==> config.mk <==
export PLATFORM = sky130hd
export DESIGN_NAME = router_fsm
export DESIGN_NICKNAME = d
export VERILOG_FILES = /design/src/rtl/router_pkg.sv /design/src/rtl/router_fsm.sv
export SDC_FILE = /design/constraint.sdc
export NUM_CORES = 1
export LEC_CHECK = 0
export CAP_MARGIN = 20
export CORE_AREA = 4 4 41 43
export CTS_CLUSTER_DIAMETER = 200
export DETAILED_ROUTE_END_ITERATION = 10
export DIE_AREA = 0 0 45 47
export PLACE_DENSITY_LB_ADDON = 0.25
export SLEW_MARGIN = 20
export SYNTH_ARGS = -nofsm -noshare
export SYNTH_HDL_FRONTEND = slang
export SYNTH_SLANG_ARGS = --single-unit
==> constraint.sdc <==
create_clock -name clock -period 1.3 [get_ports clock]
set_input_delay 0.325 -clock clock [delete_from_list [all_inputs] [get_ports clock]]
set_output_delay 0.325 -clock clock [all_outputs]
set_load 0.03 [all_outputs]
==> src/rtl/router_pkg.sv <==
// ============================================================================
// router_pkg : constants, state encoding and helpers shared by the router FSM,
//              synchronizer and register blocks.            Revision: 1.0
// ============================================================================
`default_nettype none

package router_pkg;

    localparam int          NUM_PORTS    = 3;
    localparam int          ADDR_W       = 2;
    localparam logic [ADDR_W-1:0] INVALID_ADDR = 2'b11;

    typedef enum logic [2:0] {
        DECODE_ADDRESS     = 3'd0,
        LOAD_FIRST_DATA    = 3'd1,
        LOAD_DATA          = 3'd2,
        LOAD_PARITY        = 3'd3,
        FIFO_FULL_STATE    = 3'd4,
        LOAD_AFTER_FULL    = 3'd5,
        WAIT_TILL_EMPTY    = 3'd6,
        CHECK_PARITY_ERROR = 3'd7
    } state_t;

    // Selects one per-port flag; the invalid address selects nothing.
    function automatic logic port_sel(input logic [NUM_PORTS-1:0] flags,
                                      input logic [ADDR_W-1:0]    sel);
        logic hit;
        hit = 1'b0;
        case (sel)
            2'd0:    hit = flags[0];
            2'd1:    hit = flags[1];
            2'd2:    hit = flags[2];
            default: hit = 1'b0;
        endcase
        return hit;
    endfunction

endpackage

`default_nettype wire

==> src/rtl/router_fsm.sv <==
// ============================================================================
// router_fsm : packet-level control FSM of the 1-to-3 router; Moore strobes
//              drive the register block and FIFO write enable. Revision: 1.0
// ============================================================================
`default_nettype none

module router_fsm
    import router_pkg::*;
(
    input  logic       clock,
    input  logic       resetn,
    input  logic       pkt_valid,
    input  logic [1:0] data_in,
    input  logic       fifo_full,
    input  logic       fifo_empty_0,
    input  logic       fifo_empty_1,
    input  logic       fifo_empty_2,
    input  logic       soft_reset_0,
    input  logic       soft_reset_1,
    input  logic       soft_reset_2,
    input  logic       parity_done,
    input  logic       low_pkt_valid,
    output logic       detect_add,
    output logic       lfd_state,
    output logic       ld_state,
    output logic       laf_state,
    output logic       full_state,
    output logic       write_enb_reg,
    output logic       rst_int_reg,
    output logic       busy
);

    state_t              r_state;
    state_t              w_next_state;
    logic [ADDR_W-1:0]   r_addr;
    logic [NUM_PORTS-1:0] w_empty;
    logic [NUM_PORTS-1:0] w_soft_reset;
    logic                w_empty_din;
    logic                w_empty_addr;
    logic                w_soft_reset_addr;

    assign w_empty           = {fifo_empty_2, fifo_empty_1, fifo_empty_0};
    assign w_soft_reset      = {soft_reset_2, soft_reset_1, soft_reset_0};
    assign w_empty_din       = port_sel(w_empty, data_in);
    assign w_empty_addr      = port_sel(w_empty, r_addr);
    assign w_soft_reset_addr = port_sel(w_soft_reset, r_addr);

    // Next-state logic; the addressed port's soft reset overrides everything.
    always_comb begin
        w_next_state = r_state;
        case (r_state)
            DECODE_ADDRESS: begin
                if (pkt_valid && (data_in != INVALID_ADDR))
                    w_next_state = w_empty_din ? LOAD_FIRST_DATA : WAIT_TILL_EMPTY;
            end
            WAIT_TILL_EMPTY: begin
                if (w_empty_addr)
                    w_next_state = LOAD_FIRST_DATA;
            end
            LOAD_FIRST_DATA: w_next_state = LOAD_DATA;
            LOAD_DATA: begin
                if (fifo_full)
                    w_next_state = FIFO_FULL_STATE;
                else if (!pkt_valid)
                    w_next_state = LOAD_PARITY;
            end
            FIFO_FULL_STATE: begin
                if (!fifo_full)
                    w_next_state = LOAD_AFTER_FULL;
            end
            LOAD_AFTER_FULL: begin
                if (parity_done)
                    w_next_state = DECODE_ADDRESS;
                else if (low_pkt_valid)
                    w_next_state = LOAD_PARITY;
                else
                    w_next_state = LOAD_DATA;
            end
            LOAD_PARITY: w_next_state = CHECK_PARITY_ERROR;
            CHECK_PARITY_ERROR: begin
                w_next_state = fifo_full ? FIFO_FULL_STATE : DECODE_ADDRESS;
            end
            default: w_next_state = DECODE_ADDRESS;
        endcase
        if (w_soft_reset_addr)
            w_next_state = DECODE_ADDRESS;
    end

    always_ff @(posedge clock) begin
        if (!resetn)
            r_state <= DECODE_ADDRESS;
        else
            r_state <= w_next_state;
    end

    // The header address is latched on the same edge that leaves decode.
    always_ff @(posedge clock) begin
        if (!resetn)
            r_addr <= INVALID_ADDR;
        else if ((r_state == DECODE_ADDRESS) && (w_next_state != DECODE_ADDRESS))
            r_addr <= data_in;
    end

    always_comb begin
        detect_add    = 1'b0;
        lfd_state     = 1'b0;
        ld_state      = 1'b0;
        laf_state     = 1'b0;
        full_state    = 1'b0;
        write_enb_reg = 1'b0;
        rst_int_reg   = 1'b0;
        busy          = 1'b1;
        case (r_state)
            DECODE_ADDRESS: begin
                detect_add = 1'b1;
                busy       = 1'b0;
            end
            LOAD_FIRST_DATA: lfd_state = 1'b1;
            LOAD_DATA: begin
                ld_state      = 1'b1;
                write_enb_reg = 1'b1;
                busy          = 1'b0;
            end
            LOAD_PARITY: write_enb_reg = 1'b1;
            FIFO_FULL_STATE: full_state = 1'b1;
            LOAD_AFTER_FULL: begin
                laf_state     = 1'b1;
                write_enb_reg = 1'b1;
            end
            CHECK_PARITY_ERROR: rst_int_reg = 1'b1;
            default: ;
        endcase
    end

endmodule

`default_nettype wire

## After elaboration in Yosys (flattened, before gate mapping)

Cells that the tools add are included.

- Logic and storage cells: 44
- Input bits: 14
- Bits in registers: 5

- Reduce and logical (&&, ||, !) cells: 8
- Muxes and demuxes: 22
- Equality and inequality tests: 12

Operator list:

| cell | number |
|---|---|
| $mux 3 | 8 |
| $pmux 3 s8 | 1 |
| $eq 3x3->1 const B | 4 |
| $mux 1 | 9 |
| $pmux 1 s3 | 3 |
| $eq 3x2->1 const B | 2 |
| $eq 2x1->1 const B | 2 |
| $eq 2x2->1 const B | 2 |
| $logic_not 2->1 | 2 |
| $eq 3x1->1 const B | 1 |
| $logic_not 3->1 | 1 |
| $reduce_bool 3->1 | 1 |
| $reduce_or 3->1 | 1 |
| $logic_and 1x1->1 | 2 |
| $mux 2 | 1 |
| $ne 2x2->1 const B | 1 |
| $reduce_or 2->1 | 1 |

## Logic depth before layout (Yosys ltp)

Gate-level depths: netlist of the first run.

- Depth in word-level cells: 8
- Mapped depth: 5
- Gate-level depth less buffers: 4

## Least setup slack after synthesis of the first run

Ideal clock, no wire load.

- Path kind: flip-flop to output port
- From: reg r_state[2]
- To: out full_state
- Buffers on the path: 1
- Arrival time: 1.195 ns
- Slack: -0.220 ns
- Stages on the path, launching flop included: 4
- Path through: dfxtp_1 > buf_6 > inv_2 > nor3_1

- Word-level cells in the longest chain between the ends: 2

RTL lines:

| what | RTL line | source |
|---|---|---|
| from (decl) | router_fsm.sv:33 | `state_t r_state;` |
| from (signal assigned) | router_fsm.sv:93 | `r_state <= w_next_state;` |
| $eq 3x3->1 | router_fsm.sv:113 | `case (r_state)` |
| $mux 1 | router_fsm.sv:113 |  |
| to (decl) | router_fsm.sv:27 | `output logic full_state,` |

No other way between the ends.

## Worst setup path after layout of the first run

- From: reg r_state[1]
- To: out write_enb_reg

- Word-level cells in the longest chain between the ends: 3
- Elaborated cells on any way between the ends: 5
- Classes of those cells: eq/ne (3); mux (1); reduce/logical (1)

RTL lines:

| what | RTL line | source |
|---|---|---|
| $eq 3x2->1 / $eq 3x3->1 (equally long branches) | router_fsm.sv:113 |  |
| $reduce_or 3->1 (no source line) * | -- |  |
| $mux 1 * | router_fsm.sv:113 |  |
| to (decl) | router_fsm.sv:28 | `output logic write_enb_reg,` |

Mark *: on every way between the ends. The rest lies on a longest branch, timed or not.

==> metrics.md, run 1 <==
| Metric | Value |
|---|---|
| Global-route wire length before repair | ~2500 um |
| Top cell family by delay on the critical path | flip-flops |
| Vias | between 500 and 600 |
| Static Leak | between 0.4 and 0.5 nW |
| CP cell instances | nand2b_4, o21ai_2, buf_6 |
| Multi-input logic area | between 300 and 400 um^2 |
| Synth area leader | dfxtp_1 |
| Number of CTS-inserted buffers | 3 |
| RSZ-0062 raised after global routing | true |
| CTS tree | done |
| Antenna fix cells | 0 |
| Cells after Synth | a little over 60 |
| Worst skew pair latency | 0.24 ns |
| Clock Sinks | 5 |
| Max Buffers Root-to-Sink | 2 |
| Vias in the first global route | about 560 |
| Min Tclk post-route | 1.400 ns |
| Die Height | ~47 um |
| Area share of the largest cell type after synthesis | roughly a fifth |
| Standard-cell rows | 13 |
| DIE WIDTH | between 40 and 50 um |
| Hold Path Depth | 2 |
| Avg Cell Area, Syn | roughly 7.8 um^2 |
| Initial antenna violation count | 0 |
| Actual slew at the worst max-slew pin | 0.2932 ns |
| Global Route Usage Sum | between 10% and 20% |
| Final Non-Filler Cells | about 110 |
| Tcrit/Tclk final | 107.7% |
| Ports | 22 |
| Routed Antenna Nets | 0 |
| Flops & latches, synth | 5 |
| R2R depth | 6 |
| CTS Root Cell | clkbuf_4 |
| Req. time, crit path | between 0.9 and 1 ns |
| Startpoint Class | register |
| Iter 0 DRT Violations | 10 |
| Yosys warnings | 0 |
| Number of nets in the layout | about 110 |
| Failing checks | negative setup slack |
| Final slew viol count | 0 |
| Synth Net Count | 75 |
| CP Class | reg2out |
| Fin util | between 70% and 80% |
| H-tree depth | 1 |
| Clk slew on worst S/H paths | roughly 0.040 ns |
| Placed Cells | 103 |
| Port bufs | 21 |
| Share of post-route cells with drive strength above 1 | about half |
| Core box area | 1301 um^2 |
| Die area | 2115 um^2 |
| First drt pass iteration count | 4 |
| Slew headroom | around four fifths |
| Critical Path Max Stage Delay | about 0.38 ns |
| Final WS setup | -0.09999 ns |
| Status | complete, but fails checks |
| Most common cell after layout, fill and taps aside | buf_4 |
| Post-Syn Area | about 470 um^2 |
| Fill count | 100 |
| Crit-path max FO | 7 |
| Fmax | just over 700 MHz |
| Worst path slowest cell | dfxtp_4 |
| Final Hold Fails | 0 |
| Worst path depth | 3 |
| CP bufs+invs | 1 |
| Reg2reg setup slack | 0 ns |
| Storage cell area | ~110 um^2 |
| Area grow syn2layout | 94.71% |
| Commonest non-fill, non-tap cells in the layout | buf_4 (12), buf_6 (11), clkdlybuf4s50_1 (7), o21ai_1 (4) |
| GR Overflow Total | 0 |
| Initial Util | between 30% and 40% |
| Setup-failing EPs final | 8 |
| Largest net degree at the start of global routing | 9 |
| Worst VDD drop | between 1 and 1.5 mV |
| Placer Congestion | 0.7622 |
| CP Capture Type | output port |
| PD cells | 2353 nW/um^2 |
| Sequential-to-total area share from yosys stat | between 20% and 30% |
| Top post-synthesis cells by area | dfxtp_1 (21%), mux2i_1 (6.3%), nand3b_1 (4.8%) |
| Max Cap Viol | 0 |
| WP data arrival | approximately 1.1 ns |
| Max Clock Skew | ~0.0051 ns |
| WL per Instance | ~14 um |
| Routed WL | around 1600 um |
| Unique masters post-synth | 29 |
| DRC Markers | 0 |
| Min-Delay Path Class | reg2reg |
| Average vias per placed instance | around 5.3 |
| HPWL Detailed | 1041 um |
==> power by group <==
part	internal, mW	total, mW	switching [mW]
clock network	0.116	0.175	0.0590
registers	0.246	0.394	0.148
logic	0.794	1.60	0.804
total	1.16	2.17	1.01
==> worst register-to-register path, cell delays in order (launching register included) <==
cell and delay [ns]:
dfxtp_2 0.32, buf_6 0.14, buf_6 0.12, nand4bb_1 0.18, o311ai_2 0.09, a31oi_1 0.15, a211oi_2 0.22
==> sequential cells by signal, summed over array words and instances, names as in the netlist <==
signal,cells
r_state,3
r_addr,2
==> per-stage QoR <==
stage	total power [mW]	hold slack (ns)	TNS (ns)	instance area [um^2]	setup WS (ns)
final	2.167	0.5537	-0.4512	920.9	-0.09999
after CTS	2.008	0.6246	-0.4840	867.1	-0.08332
after detailed placement	1.512	0.6059	-1.314	737.0	-0.3052
after global placement	1.497	0.6104	-1.253	737.0	-0.2960
after floorplan	1.134	0.4034	-0.4953	484.2	-0.1222
after global routing	2.302	0.5832	-0.9842	920.9	-0.1404
==> kinds of logic after synthesis <==
| family | synth area share, % |
|---|---|
| mux | 6.349 |
| compound gates | 35.98 |
| flops | 21.16 |
| buf+inv | 9.787 |
| simple gates | 26.72 |
==> what timing repair did <==
action	in CTS	in global routing
hold buffers	0	0
setup endpoints to repair	11	13
gates cloned	0	0
pin swaps	10	11
buffers inserted	5	1
resized for setup	26	15
==> final cells by class <==
type                    instances  area share (%)
clock buffers                   4           2.853
inverters                       6           3.261
multi-input cells              47           41.85
flip-flops and latches          5           12.23
well taps                      15           2.038
repair buffers                 36           37.77
==> cell usage after synthesis <==
cell	instances
a211oi_2	1
a21o_1	1
a21oi_1	3
a31oi_1	3
buf_2	1
buf_4	1
buf_6	1
dfxtp_1	5
inv_1	4
inv_2	2
mux2i_1	3
nand2_1	3
nand2b_1	2
nand3_1	1
nand3b_1	3
nand4_1	1
nand4b_1	1
nand4bb_1	1
nor2_1	6
nor3_1	2
nor3_4	1
o211a_1	1
o211ai_1	1
o211ai_2	1
o21ai_0	4
o21ai_1	3
o311ai_1	2
o311ai_2	1
o31a_1	2
==> per-layer routing <==
layer	part of all wire, %	GRT usage, %
met2	51	27.97
met5	0	0
met1	42	20.14
met4	0	0
met3	6.9	5.364
==> path summary, 6_finish.rpt <==
kind | from | end
hold reg to reg | r_addr[0]$_SDFFE_PN1P_ | r_addr[0]$_SDFFE_PN1P_
setup reg to reg | r_state[0]$_SDFF_PN0_ | r_state[0]$_SDFF_PN0_
setup / recovery | r_state[1]$_SDFF_PN0_ | write_enb_reg
hold / removal | r_addr[0]$_SDFFE_PN1P_ | r_addr[0]$_SDFFE_PN1P_
Power figures use the tool's default switching activity.
==> run 2, diff against run 1 <==
Settings changed: SLEW_MARGIN 20 to default.
==> results of run 2 <==
Same layout as run 1: the final DEF is identical, and so are final timing and power.
==> RTL change, RTL diff (flow settings as in run 2) <==
Reset style: asynchronous (`resetn`), changed in 2 clocked blocks.
--- a/src/rtl/router_fsm.sv
+++ b/src/rtl/router_fsm.sv
@@ -88,3 +88,3 @@
 
-    always_ff @(posedge clock) begin
+    always_ff @(posedge clock or negedge resetn) begin
         if (!resetn)
@@ -96,3 +96,3 @@
     // The header address is latched on the same edge that leaves decode.
-    always_ff @(posedge clock) begin
+    always_ff @(posedge clock or negedge resetn) begin
         if (!resetn)
Behaviour: differs if resetn is asserted again (counterexample within 4 cycles, from zero or initial values and one cycle with resetn low); with resetn held inactive, the same outputs for 10 cycles.
==> RTL change against run 2 <==
- the run still ends with setup timing left
- cell count up 6.2%
- design area is 12% higher
- core utilization grew 8.2 points
- sequential cell count stayed put
- count of clock-buffer cells in the layout fell by 1
- wire length up 16%
- sequential power is 8.9% higher
- maximum frequency is 8.4% lower
- total power rose by 12%
- synthesized area down 1.3%
- register-to-register slack got worse by 140 ps
- worst setup slack got worse by 130 ps
- critical path type unchanged
==> RTL change: results (changes against run 2) <==
wirelength, routed 1810 microns (was 1550 microns); Post-synth ARST share 1.00 (was 0); Rel. slew slack 0.819 (was 0.804); YS warnings 0 (unchanged); biggest regs r_state x3, r_addr x2 (unchanged); post-cts gate resize count 22 (was 26); met3 global-route usage 0.0690 (was 0.0536); met2 Use GR 0.268 (was 0.280); Pleak 0.000453 uW (was 0.000408 uW); highest metal used met4 (was met3); antenna violations before repair 0 (unchanged); Port-buffer cells 21 (unchanged); M1 GR Usage 0.237 (was 0.201); placed cell areas 817 sq um (was 737 sq um); met2 routed WL 823 microns (was 799 microns); Peak VDD IR 1700 uV (was 1330 uV); ys flop type dfrtp_1 (was dfxtp_1); Setup Fix Bufs, Post-CTS 5 (unchanged); final setup margin -228 ps (was -100 ps); status finished, violations left (unchanged); unique cell type count in the Yosys netlist 30 (was 29); failing checks setup timing (unchanged); Final nets 120 (was 113); vias 630 (was 594); ratio of cells with drive above 1 in the final layout 0.619 (was 0.490); drt pass-1 iters 4 (unchanged); met3 wire len 119 microns (was 107 microns); GPL Wtd Cong 0.750 (was 0.762); Root Buffer Master clkbuf_4 (unchanged); GRT Overall Usage 0.178 (was 0.159); worst-path maximum fanout 7 (unchanged); number of global-route vias before repair 576 (was 563); hpwl dp 1180 microns (was 1040 microns); drt initial violations 28 (was 10); top cells by count, synth nor2_1, inv_1, nand2_1, o21ai_0 (was nor2_1, dfxtp_1, inv_1, o21ai_0); wl on met1 860 microns (was 646 microns); Final Skew 0.891 ps (was 5.12 ps); Worst Path Arrival 1200 ps (was 1070 ps); largest net degree at the start of global routing 8 (was 9); setup tns final -1710 ps (was -451 ps); number of setup violations in the final report 13 (was 8); Max Buffers Root-to-Sink 2 (unchanged); Hold Buf Count CTS 0 (unchanged); first-pass GRT wire length 2700 microns (was 2490 microns); Post-Syn Nets 71 (was 75); register area share after synthesis 0.273 (was 0.212); TritonCTS Buffers 3 (unchanged); Worst-path clk slew around 50 ps; Clock Latency Late Sink 240 ps (about the same); hold crit path type input pin to async pin (was register to register); NetSw 1100 uW (was 1010 uW); synth top area cells dfrtp_1, dfstp_2, nor2_1 (was dfxtp_1, mux2i_1, nand3b_1)
==> RTL change: power groups by stage <==
stage / clock, uW / combinational [uW] / sequential (uW)
after floorplan: 0 / 810 / 326
after global placement: 0 / 1290 / 389
after detailed placement: 0 / 1310 / 388
after CTS: 189 / 1650 / 397
after global routing: 208 / 1930 / 442
final: 178 / 1830 / 429
==> RTL change: cell type report <==
class                   count  area [sq um]
repair buffers             46           422
clock buffers               3          22.5
well taps                  15          18.8
flip-flops and latches      5           131
multi-input cells          45           407
fillers                    86           274
inverters                   5          21.3
clock inverters             1          5.00
==> RTL change: final timing paths <==
check	start	to	slack [ps]	cells past startpoint
setup / recovery	r_state[2]	write_enb_reg	-230	4
hold / removal	resetn	r_state[2]	300	1
max in group asynchronous	resetn	r_addr[1]	750	1
setup reg to reg	r_addr[1]	r_state[2]	-140	4
min in group clock	data_in[1]	r_addr[1]	610	3
hold reg to reg	r_addr[1]	r_addr[1]	710	2
==> RTL change: cell families (layout without fill, tap and decap cells) <==
logic type,count (synthesis),count (layout),share of synthesized area
AND/OR/NAND/NOR,24,24,0.292
AO/OA/AOI/OAI,18,18,0.284
flip-flops,5,5,0.273
multiplexers,3,3,0.0751
buffers and inverters,7,55,0.0751
==> RTL change: worst max-delay path, stage by stage (launching register included) <==
cell and delay, ps:
dfrtp_2 490, nand2_4 130, nor2_4 40, a21o_1 160, buf_6 140
==> RTL change: stage by stage <==
stage / instances / hold slack [ps] / setup WS (ps) / utilization / power [uW]
floorplan: 57 / 29.4 / -125 / - / 1140
global placement: 109 / 560 / -402 / 0.628 / 1680
detailed placement: 109 / 562 / -424 / 0.628 / 1700
CTS: 117 / 296 / -220 / 0.739 / 2230
global route: 120 / 292 / -273 / 0.789 / 2580
finish: 120 / 298 / -228 / 0.789 / 2430
